--- config.mk ---
export PLATFORM = sky130hd
export DESIGN_NAME = motion_bbox_overlay
export DESIGN_NICKNAME = d
export VERILOG_FILES = /design/src/rtl/motion_bbox_overlay.sv
export SDC_FILE = /design/constraint.sdc
export NUM_CORES = 1
export LEC_CHECK = 0
export CAP_MARGIN = 5
export CORE_UTILIZATION = 51
export DETAILED_ROUTE_END_ITERATION = 8
export PLACE_DENSITY = 0.73
export SYNTH_ARGS = -nofsm -noshare
export SYNTH_HDL_FRONTEND = slang
export SYNTH_SLANG_ARGS = --single-unit
--- constraint.sdc ---
create_clock -name clk -period 11.4 [get_ports clk]
set_clock_uncertainty 0.1 [all_clocks]
set_input_delay 1.71 -clock clk [delete_from_list [all_inputs] [get_ports clk]]
set_output_delay 1.71 -clock clk [all_outputs]
set_load 0.01 [all_outputs]
--- src/rtl/motion_bbox_overlay.sv ---
// rtl/motion_bbox_overlay.sv - per-frame motion bounding box extractor with RGB565 rectangle overlay
// Optional build macro BBOX_DOUBLE_BORDER_EN draws a 2-pixel border inward instead of 1 pixel.
module motion_bbox_overlay #(
    parameter int          IMG_HDISP  = 640,
    parameter int          IMG_VDISP  = 480,
    parameter logic [18:0] MIN_PIXELS = 19'd16,
    parameter logic [15:0] BOX_COLOR  = 16'hF800
) (
    input  logic        clk,
    input  logic        rst_n,
    input  logic        per_frame_vsync,
    input  logic        per_frame_href,
    input  logic        per_frame_clken,
    input  logic [15:0] per_img_data,
    input  logic        per_img_bit,
    output logic        post_frame_vsync,
    output logic        post_frame_href,
    output logic        post_frame_clken,
    output logic [15:0] post_img_data,
    output logic [9:0]  box_left,
    output logic [9:0]  box_right,
    output logic [9:0]  box_top,
    output logic [9:0]  box_bottom,
    output logic        box_valid,
    output logic        frame_done
);
    localparam logic [9:0] X_MAX = 10'(IMG_HDISP - 1);
    localparam logic [9:0] Y_MAX = 10'(IMG_VDISP - 1);

    logic        vs_d, href_d, armed, x_over, x_over_nxt;
    logic [9:0]  x, y, x_nxt, y_nxt, cur_x, cur_y;
    logic [9:0]  min_x, max_x, min_y, max_y;
    logic [9:0]  min_x_nxt, max_x_nxt, min_y_nxt, max_y_nxt;
    logic [18:0] cnt, cnt_nxt;
    logic        frame_start, frame_end, href_fall, pix_ok, in_range, hit;
    logic        x_edge, y_edge, x_in, y_in, border;

    assign frame_start = per_frame_vsync & ~vs_d;
    assign frame_end   = ~per_frame_vsync & vs_d;
    assign href_fall   = href_d & ~per_frame_href;
    assign pix_ok      = armed & per_frame_vsync & per_frame_href & per_frame_clken;
    // x_over marks that the last in-range column has been consumed on this line
    assign in_range    = frame_start | ~x_over;
    assign hit         = pix_ok & in_range & per_img_bit;
    assign cur_x       = frame_start ? 10'd0 : x;
    assign cur_y       = frame_start ? 10'd0 : y;

    always_comb begin
        x_nxt      = cur_x;
        y_nxt      = cur_y;
        x_over_nxt = frame_start ? 1'b0 : x_over;
        if (pix_ok) begin
            if (cur_x == X_MAX) x_over_nxt = 1'b1;
            else                x_nxt      = cur_x + 10'd1;
        end
        if (href_fall) begin
            x_nxt      = 10'd0;
            x_over_nxt = 1'b0;
            if (cur_y != Y_MAX) y_nxt = cur_y + 10'd1;
        end
    end

    always_comb begin
        min_x_nxt = frame_start ? X_MAX : min_x;
        max_x_nxt = frame_start ? 10'd0 : max_x;
        min_y_nxt = frame_start ? Y_MAX : min_y;
        max_y_nxt = frame_start ? 10'd0 : max_y;
        cnt_nxt   = frame_start ? 19'd0 : cnt;
        if (hit) begin
            if (cur_x < min_x_nxt) min_x_nxt = cur_x;
            if (cur_x > max_x_nxt) max_x_nxt = cur_x;
            if (cur_y < min_y_nxt) min_y_nxt = cur_y;
            if (cur_y > max_y_nxt) max_y_nxt = cur_y;
            if (cnt_nxt != '1)     cnt_nxt   = cnt_nxt + 19'd1;
        end
    end

`ifdef BBOX_DOUBLE_BORDER_EN
    assign x_edge = (cur_x == box_left) || (cur_x == box_right) ||
                    (cur_x == box_left + 10'd1) || (cur_x == box_right - 10'd1);
    assign y_edge = (cur_y == box_top) || (cur_y == box_bottom) ||
                    (cur_y == box_top + 10'd1) || (cur_y == box_bottom - 10'd1);
`else
    assign x_edge = (cur_x == box_left) || (cur_x == box_right);
    assign y_edge = (cur_y == box_top) || (cur_y == box_bottom);
`endif
    assign x_in   = (cur_x >= box_left) && (cur_x <= box_right);
    assign y_in   = (cur_y >= box_top) && (cur_y <= box_bottom);
    assign border = box_valid & pix_ok & in_range & ((x_edge & y_in) | (y_edge & x_in));

    // vs_d resets high so a frame already in progress at reset release never looks like a start
    always_ff @(posedge clk or negedge rst_n) begin
        if (!rst_n) begin
            vs_d             <= 1'b1;
            href_d           <= 1'b0;
            armed            <= 1'b0;
            post_frame_vsync <= 1'b0;
            post_frame_href  <= 1'b0;
            post_frame_clken <= 1'b0;
            post_img_data    <= 16'd0;
        end else begin
            vs_d             <= per_frame_vsync;
            href_d           <= per_frame_href;
            if (frame_start) armed <= 1'b1;
            post_frame_vsync <= per_frame_vsync;
            post_frame_href  <= per_frame_href;
            post_frame_clken <= per_frame_clken;
            post_img_data    <= border ? BOX_COLOR : per_img_data;
        end
    end

    always_ff @(posedge clk or negedge rst_n) begin
        if (!rst_n) begin
            x      <= 10'd0;
            y      <= 10'd0;
            x_over <= 1'b0;
            min_x  <= 10'd0;
            max_x  <= 10'd0;
            min_y  <= 10'd0;
            max_y  <= 10'd0;
            cnt    <= 19'd0;
        end else begin
            x      <= x_nxt;
            y      <= y_nxt;
            x_over <= x_over_nxt;
            min_x  <= min_x_nxt;
            max_x  <= max_x_nxt;
            min_y  <= min_y_nxt;
            max_y  <= max_y_nxt;
            cnt    <= cnt_nxt;
        end
    end

    always_ff @(posedge clk or negedge rst_n) begin
        if (!rst_n) begin
            frame_done <= 1'b0;
            box_valid  <= 1'b0;
            box_left   <= 10'd0;
            box_right  <= 10'd0;
            box_top    <= 10'd0;
            box_bottom <= 10'd0;
        end else begin
            frame_done <= frame_end & armed;
            if (frame_end && armed) begin
                if (cnt >= MIN_PIXELS) begin
                    box_left   <= min_x;
                    box_right  <= max_x;
                    box_top    <= min_y;
                    box_bottom <= max_y;
                    box_valid  <= 1'b1;
                end else begin
                    box_valid  <= 1'b0;
                end
            end
        end
    end
endmodule

Word level (Yosys, flattened, before mapping):

Cells that the tools add are included.

* add/subtract/negate cells: 3
* order comparisons: 9
* equal/unequal tests: 7
* multiplexer cells: 28
* bitwise operators: 20
* reductions and logical operators: 6

Operator list (count)
* $mux 10: 19
* $mux 19: 3
* $eq 10x10->1: 4
* $add 10x1->10 const B: 2
* $ge 10x10->1: 2
* $gt 10x10->1: 2
* $le 10x10->1: 2
* $lt 10x10->1: 2
* $add 19x1->19 const B: 1
* $ge 19x5->1 const B: 1
* $ne 19x19->1 const B: 1
* $mux 16: 1
* $and 1x1->1: 14
* $eq 10x10->1 const B: 1
* $ne 10x9->1 const B: 1
* $mux 1: 5
* $not 1->1: 4
* $logic_and 1x1->1: 3
* $logic_or 1x1->1: 2
* $or 1x1->1: 2
* $reduce_and 2->1: 1

* register bits after elaboration: 143
* input bits: 22
* output and inout bits: 61
* logic and storage cells: 93

Depth between registers and ports, before layout:

Gate-level depths: netlist of run 1.

* word-level depth: 9
* gate-level depth with buffers: 17
* mapped depth without buffers: 11

Worst setup path after synthesis of run 1:

Ideal clock, no wire load.

* path kind: input port to flip-flop
* start point: input port per_frame_vsync
* end point: register max_y[0]
* library setup time: 125 ps
* data arrival time: 4565 ps
* data required time: 11175 ps
* slack: 6610 ps
* cell stages on the path: 17
* path buffers: 7
* cell sequence: nand2b_1 buf_4 buf_4 buf_2 buf_2 buf_2 buf_2 nand2_1 ha_1 a21oi_1 o21ai_0 a21o_1 a21oi_1 nor2_1 o311ai_1 buf_2 mux2_2

* word-level cells in the longest chain between the ends: 6
* elaborated cells between the ends (all ways): 12
* classes of those cells: order compare (1); mux (4); bitwise (7)

RTL lines
* start: declaration: RTL line 11 `input logic per_frame_vsync,`
* branches (longest 5 deep; another with $gt 10x10->1)
* $mux 10 (*): RTL line 69 `if (hit) begin`
* via max_y_nxt[0]: RTL line 33 `logic [9:0] min_x_nxt, max_x_nxt, min_y_nxt, max_y_nxt;`
* end signal: assignment: RTL line 129 `max_y <= max_y_nxt;`
* end: declaration: RTL line 32 `logic [9:0] min_x, max_x, min_y, max_y;`

Mark *: on every way through the listed nets, which the timed path passes.
A chain may end at the register's enable or synchronous reset.

Worst setup path in the final report of run 1:

Ends and elaborated chain as after synthesis.

==> results of run 1 <==
layout by cell type, fill, tap and decap left out, types with 3 or more instances in the layout:
| master | n |
|---|---|
| a211oi_1 | 6 |
| a21o_1 | 11 |
| a21oi_1 | 30 |
| a31oi_1 | 3 |
| and2_1 | 17 |
| and3_1 | 8 |
| and4_1 | 8 |
| buf_4 | 5 |
| bufinv_16 | 4 |
| clkbuf_16 | 17 |
| clkdlybuf4s50_1 | 81 |
| clkinv_4 | 3 |
| dfrtp_1 | 142 |
| ha_1 | 70 |
| inv_1 | 64 |
| mux2_2 | 41 |
| mux2i_1 | 29 |
| nand2_1 | 76 |
| nand2b_1 | 11 |
| nand3_1 | 17 |
| nand4_1 | 14 |
| nor2_1 | 51 |
| nor2b_1 | 10 |
| nor3_1 | 21 |
| nor4_1 | 6 |
| o211ai_1 | 4 |
| o21a_1 | 3 |
| o21ai_0 | 21 |
| o31ai_1 | 3 |
| xnor2_1 | 32 |
| xor2_1 | 4 |
power breakdown:
group	internal [mW]	leakage [nW]	switching, mW
sequential	0.531	1.86	0.0189
clock	0.372	0.300	0.219
combinational	0.0756	2.37	0.0916
worst max-delay path: stages:
cell and delay (ns):
clkdlybuf4s50_1 0.55, nand2b_2 0.12, buf_4 0.63, nand2_1 0.35
inv_1 0.16, ha_1 0.26, a21oi_1 0.17, o21ai_0 0.12
a21o_1 0.20, a21oi_1 0.14, nor2_1 0.06, o311ai_2 0.88
mux2_2 0.42
kinds of logic after synthesis:
family / count (synthesis) / synth area share [%]
adder cells (fa/ha/maj): 71 / 11.3
AO/OA/AOI/OAI: 102 / 8.76
flip-flops: 143 / 45.5
AND/OR/NAND/NOR: 253 / 16.1
buffers and inverters: 90 / 4.74
multiplexers: 70 / 9.57
XOR/XNOR: 36 / 4.01
final timing paths:
check / startpoint / endpoint / slack [ns] / depth (start not counted)
worst max-delay path: per_frame_vsync / max_y[0] / 5.80 / 13
worst min-delay path: max_y[9] / box_bottom[9] / 0.41 / 1
worst max register to register: vs_d / max_y[0] / 7.05 / 12
worst min register to register: max_y[9] / box_bottom[9] / 0.41 / 1
max in group asynchronous: rst_n / min_y[7] / 8.71 / 2
min in group asynchronous: rst_n / box_right[6] / 1.22 / 1
area by class of cell:
type | count | area, µm²
Multi-Input combinational cell | 532 | 3920
Clock buffer | 19 | 443
Inverter | 64 | 240
Timing Repair Buffer | 87 | 860
Fill cell | 1223 | 5680
Sequential cell | 143 | 3580
Tap cell | 188 | 235
Clock inverter | 12 | 184
metrics by stage:
step	setup slack [ns]	power, mW
2_1_floorplan	6.61	0.644
3_3_place_gp	5.51	0.718
3_5_place_dp	5.37	0.724
4_1_cts	5.82	1.32
5_1_grt	5.50	1.36
6_report	5.80	1.31
state kept, by name (all words and copies together), names as in the netlist, 10 cells and up:
register and count:
box_bottom 10, box_left 10, box_right 10, box_top 10, cnt 19, max_x 10
max_y 10, min_x 10, min_y 10, post_img_data 16, x 10, y 10
cell usage after synthesis, drive strengths merged (3+ instances only):
| master | n |
|---|---|
| and2 | 17 |
| xnor2 | 32 |
| ha | 70 |
| inv | 64 |
| o21ai | 21 |
| o211ai | 4 |
| dfrtp | 142 |
| a31oi | 4 |
| mux2i | 29 |
| nand2b | 12 |
| a21o | 11 |
| mux2 | 41 |
| nand4 | 14 |
| xor2 | 4 |
| clkbuf | 9 |
| a21oi | 30 |
| a211oi | 6 |
| nor2 | 52 |
| o21a | 3 |
| nand2 | 78 |
| nand3 | 18 |
| nor3 | 21 |
| buf | 17 |
| nor2b | 11 |
| and3 | 8 |
| o31ai | 3 |
| and4 | 8 |
| nor4 | 6 |
layer usage:
layer | GRT usage, % | part of all wire (%) | vias up
li1 | - | - | 2816
met2 | 41.2 | 49 | 177
met5 | 0 | 0 | -
met1 | 30.0 | 44 | 2917
met3 | 5.27 | 4.7 | 37
met4 | 10.2 | 2.4 | 0
==> metrics.md, run 1 <==
| Metric | Value |
|---|---|
| Routed wire length | `18400 µm` |
| Synthesized area per cell | `just over 10 µm²` |
| Core Footprint | `between 15000 and 20000 µm²` |
| Routed wire length per instance | `between 15 and 20 µm` |
| CTS tree | `done` |
| Remaining DRCs | `0` |
| EDFF count, synth | `0` |
| Area after DPL | `between 8000 and 9000 µm²` |
| IO Count | `83` |
| Final HPWL DP | `13100 µm` |
| Utilization after layout | `a little over three fifths` |
| Mapped cell area | `about 7900 µm²` |
| Hold_buf cts | `0` |
| Slew Viols, Final | `0` |
| Antenna cells | `0` |
| Maximum clock frequency | `between 0.15 and 0.2 GHz` |
| Tot GR Track Use | `24.3%` |
| Clock tree buffer depth | `2` |
| H-Tree Depth | `4` |
| Clock latency on the worst-skew pair | `0.42 ns` |
| Setup violations, final | `0` |
| Final Instance Count excl. Fillers | `~1000` |
| MaxCap Viol Count | `0` |
| Yosys top cell by area | `dfrtp_1` |
| Initial antenna violation count | `0` |
| Fin crit period | `5.60 ns` |
| # Post-CTS Setup Buffers | `0` |
| Worst-path clk slew | `approximately 0.06 ns` |
| Seq/Total Area, Yosys | `between 40% and 50%` |
| Measured slew at the worst slew-check pin | `1.12 ns` |
| Largest net degree at the start of global routing | `84` |
| I/O Buffers | `82` |
| Final non-filler cell area | `roughly 9500 µm²` |
| Count of different cell masters after synthesis | `60` |
| Crit path DAT | `between 5 and 6 ns` |
| CTS root buf | `clkbuf_16` |
| WS Path Type | `input pin to flip-flop` |
| Most used flip-flop cell after synthesis | `dfrtp_1` |
| Status | `finished, final reports clean` |
| Startpoint types | `input pin` |
| Post-Syn Instances | `approximately 770` |
| Async set-reset flop share out of synthesis | `100%` |
| Placed insts | `between 1000 and 1500` |
| GPL Wtd Cong | `0.906` |
| Hold crit path type | `flip-flop to flip-flop` |
| Clock sink total | `between 100 and 150` |
| Peak VDD IR | `0.106 mV` |
| Leakage | `4.53 nW` |
| Vias | `between 5000 and 6000` |
| Initial Util | `roughly half` |
| CTS Buf Count | `17` |
| Initial drt markers | `431` |
| Synth Register Bits | `about 140` |
| GRT Residual Overflow | `0` |
| Antenna violation net count after detailed routing | `0` |
| Area Growth Syn to Fin | `20.4%` |
| Share of layout cells above drive strength 1 | `~11%` |
| Final Hold Fails | `0` |
| Final setup TNS | `0 ns` |
| First-pass GRT wire length | `30300 µm` |
| CP Data Required Time | `between 10 and 15 ns` |
| RSZ-0062 raised after global routing | `false` |
| Hold Worst Slack | `0.409 ns` |
| Die W | `between 100 and 150 µm` |
| Die Footprint | `about 16000 µm²` |
| Vias in the first global route | `just over 6000` |
| Rows | `45` |
| Vias per inst | `5.69` |
| Nets | `937` |
| Syn. warnings | `0` |
| CP max FO | `72` |
| Syn_nets | `roughly 860` |
| DRT Pass-1 Iters | `5` |
| CTS resizes | `0` |
| Final Cycle Share | `between 40% and 50%` |
| CP endpoint kind | `flip-flop` |
| Synth top area share | `45.2%` |
| Power density cells | `around 140 nW/µm²` |
| Slew headroom | `25.4%` |
| Die height | `about 130 µm` |
| Leading post-synthesis cells by cell area | `dfrtp_1, ha_1, mux2_2` |
(Power assumes the default switching activity.)
==> run 2: changes to the inputs <==
- clock period: 11.4 -> 5.5 ns (I/O delays scaled with it)
==> run 2 against run 1 <==
Compared with the run above:
- first-iteration DRC count shrank 29%
- combinational power grew 100%
- flip-flop and latch count did not move
- critical path depth is the same
- critical endpoint is now post_img_data[1]
- largest power group unchanged
- highest routed layer unchanged
==> metrics.md, run 2 (synthesis results as in run 1) <==
| Metric | Value |
|---|---|
| CP delay by family, top | `simple AND/OR/NAND/NOR gates` |
| Measured slew at the worst slew-check pin | `1.09 ns (-0.0275 ns)` |
| DRT Pass-1 Iters | `5 (unchanged)` |
| Initial drt markers | `305 (-29%)` |
| Count of buffer and inverter cells on the critical path | `3 (unchanged)` |
| CP Data Required Time | `5.76 ns (-5.85 ns)` |
| CP max stage delay | `0.54 ns (-0.34 ns)` |
| Rows | `45 (unchanged)` |
| H-Tree Depth | `4 (unchanged)` |
| Crit path DAT | `4.59 ns (-1.21 ns)` |
| CP endpoint kind | `flip-flop` |
| Initial antenna violation count | `0 (unchanged)` |
| Tot GR Track Use | `24.7% (+0.41 points)` |
| Die height | `126 µm (unchanged)` |
| Peak VDD IR | `0.231 mV (+120%)` |
| Worst-path clk slew | `0.06 ns (about the same)` |
| Maximum clock frequency | `roughly 0.23 GHz` |
| Hold_sp | `armed` |
| Vias in the first global route | `6277 (+3.7%)` |
| CTS root buf | `clkbuf_16` |
| DR WL met2 | `9100 µm (+1.3%)` |
| RR Startpoint | `vs_d` |
| Antenna cells | `0 (unchanged)` |
| Area Growth Syn to Fin | `20.3% (about the same)` |
| Power density cells | `280 nW/µm² (+100%)` |
| MaxCap Viol Count | `0 (unchanged)` |
| Max reg flops | `19 (unchanged)` |
| Routed wire length per instance | `17.4 µm (-0.84%)` |
| Commonest non-fill, non-tap cell in the layout | `dfrtp_1` |
| Final HPWL DP | `13400 µm (+2.2%)` |
| # Post-CTS Setup Buffers | `0 (unchanged)` |
| Core Footprint | `15100 µm² (unchanged)` |
| Final setup TNS | `0 ns (unchanged)` |
| Setup violations, final | `0 (unchanged)` |
| RR Endpoint | `post_img_data[1]` |
| Top reg by flops | `cnt` |
| Total Power | `2.65 mW (+100%)` |
| Final Cycle Share | `between 70 and 80%` |
| Clock latency on the worst-skew pair | `0.43 ns (about the same)` |
| Final Hold Fails | `0 (unchanged)` |
| DR top layer | `met4` |
| Die Footprint | `15900 µm² (unchanged)` |
| Remaining DRCs | `0 (unchanged)` |
| DRT met1 WL | `7970 µm (-1.2%)` |
| Hold_buf cts | `0 (unchanged)` |
| Utilization after layout | `62.4% (about the same)` |
| Largest net degree at the start of global routing | `101 (+20%)` |
| Reg2reg setup slack | `1.52 ns (-5.53 ns)` |
| Hold crit path type | `flip-flop to flip-flop` |
| Endpoint, Worst Hold | `armed` |
| Leakage | `4.52 nW (-0.12%)` |
| Slew headroom | `27.0% (+1.6 points)` |
| CTS resizes | `0 (unchanged)` |
| Status | `finished, final reports clean` |
| Reg2Reg Depth | `12 (unchanged)` |
| Routed wire length | `18300 µm (-0.37%)` |
| Die W | `126 µm (unchanged)` |
| Share of layout cells above drive strength 1 | `10.9% (+0.17 points)` |
| Highest-count cells in the layout ignoring fill and taps | `dfrtp_1, clkdlybuf4s50_1, nand2_1` |
| First-pass GRT wire length | `30900 µm (+2.0%)` |
| CTS Buf Count | `17 (unchanged)` |
| GRT Residual Overflow | `0 (unchanged)` |
| Vias | `5950 (+0.050%)` |
| Antenna violation net count after detailed routing | `0 (unchanged)` |
| GPL Wtd Cong | `0.895 (-1.2%)` |
| Slew Viols, Final | `0 (unchanged)` |
| IO Count | `83 (unchanged)` |
| Fin crit period | `4.33 ns` |
| Largest regs | `cnt (19), post_img_data (16)` |
| Startpoint types | `input pin` |
| CP max FO | `29 (-60%)` |
| Hold depth | `1 (unchanged)` |
| CTS tree | `done` |
| Crit path cell chain | `clkdlybuf4s50_1 -> nand2b_2 -> buf_4 -> nand2_1 -> inv_1 -> ha_1 -> and4_1 -> nand4_1 -> nor3_1 -> a221oi_1 -> a211oi_1 -> a32oi_2 -> and2_1` |
| I/O Buffers | `82 (unchanged)` |
| RSZ-0062 raised after global routing | `false` |
| CP max stage cell | `nand2b_2` |
| Met3 wire length | `874 µm (+0.92%)` |
| Filler Cell Count | `1227 (+0.33%)` |
| Clock sink total | `143 (unchanged)` |
| Initial Util | `51.9% (unchanged)` |
| WS Path Type | `input pin to flip-flop` |
| Nets | `941 (+0.43%)` |
| Vias per inst | `5.67 (-0.43%)` |
| Clock tree buffer depth | `2 (unchanged)` |
-- run 2: cell types whose count changed in the layout (fill, tap and decap cells not counted) --
cell        previous run  this run
clkbuf_1               1         4
clkinv_4               3         1
buf_4                  5         9
clkinvlp_4             2         4
inv_6                  2         0
clkinv_2               1         2
bufinv_16              4         3
-- run 2: layer usage --
layer	track usage [%]	vias to the layer above
met1	30.7	2932
met3	5.86	34
met4	8.01	0
met2	42.4	164
met5	0	-
li1	-	2820
-- run 2: final cells by class --
type / count / area, µm² / share of cell area [%]
Sequential cell: 143 / 3580 / 37.8
Timing Repair Buffer: 91 / 890 / 9.41
Inverter: 64 / 240 / 2.54
Clock buffer: 22 / 454 / 4.80
Multi-Input combinational cell: 532 / 3920 / 41.4
Tap cell: 188 / 235 / 2.49
Clock inverter: 10 / 139 / 1.47
-- run 2: power breakdown --
group	internal (mW)	switching, mW
sequential	1.10	0.0396
clock	0.724	0.447
combinational	0.158	0.183
total	1.98	0.669
-- run 2: worst max path at each step --
stage	startpoint	to	slack, ns	cells after the start
floorplan	per_frame_vsync	max_y[0]	1.60	17
global placement	per_frame_vsync	max_y[3]	0.86	13
detailed placement	per_frame_vsync	max_y[1]	0.73	13
CTS	per_frame_vsync	post_img_data[1]	1.17	13
global route	per_frame_vsync	post_img_data[1]	0.85	13
finish	per_frame_vsync	post_img_data[1]	1.17	13
-- run 2: metrics by stage --
stage / cells / worst slack (ns) / cell area (µm²) / hold WS, ns
2_1_floorplan: 765 / 1.60 / 7860 / 0.372
3_3_place_gp: 1018 / 0.864 / 8860 / 0.392
3_5_place_dp: 1018 / 0.728 / 8860 / 0.394
4_1_cts: 1050 / 1.17 / 9460 / 0.408
5_1_grt: 1050 / 0.848 / 9460 / 0.427
6_report: 1050 / 1.17 / 9460 / 0.405
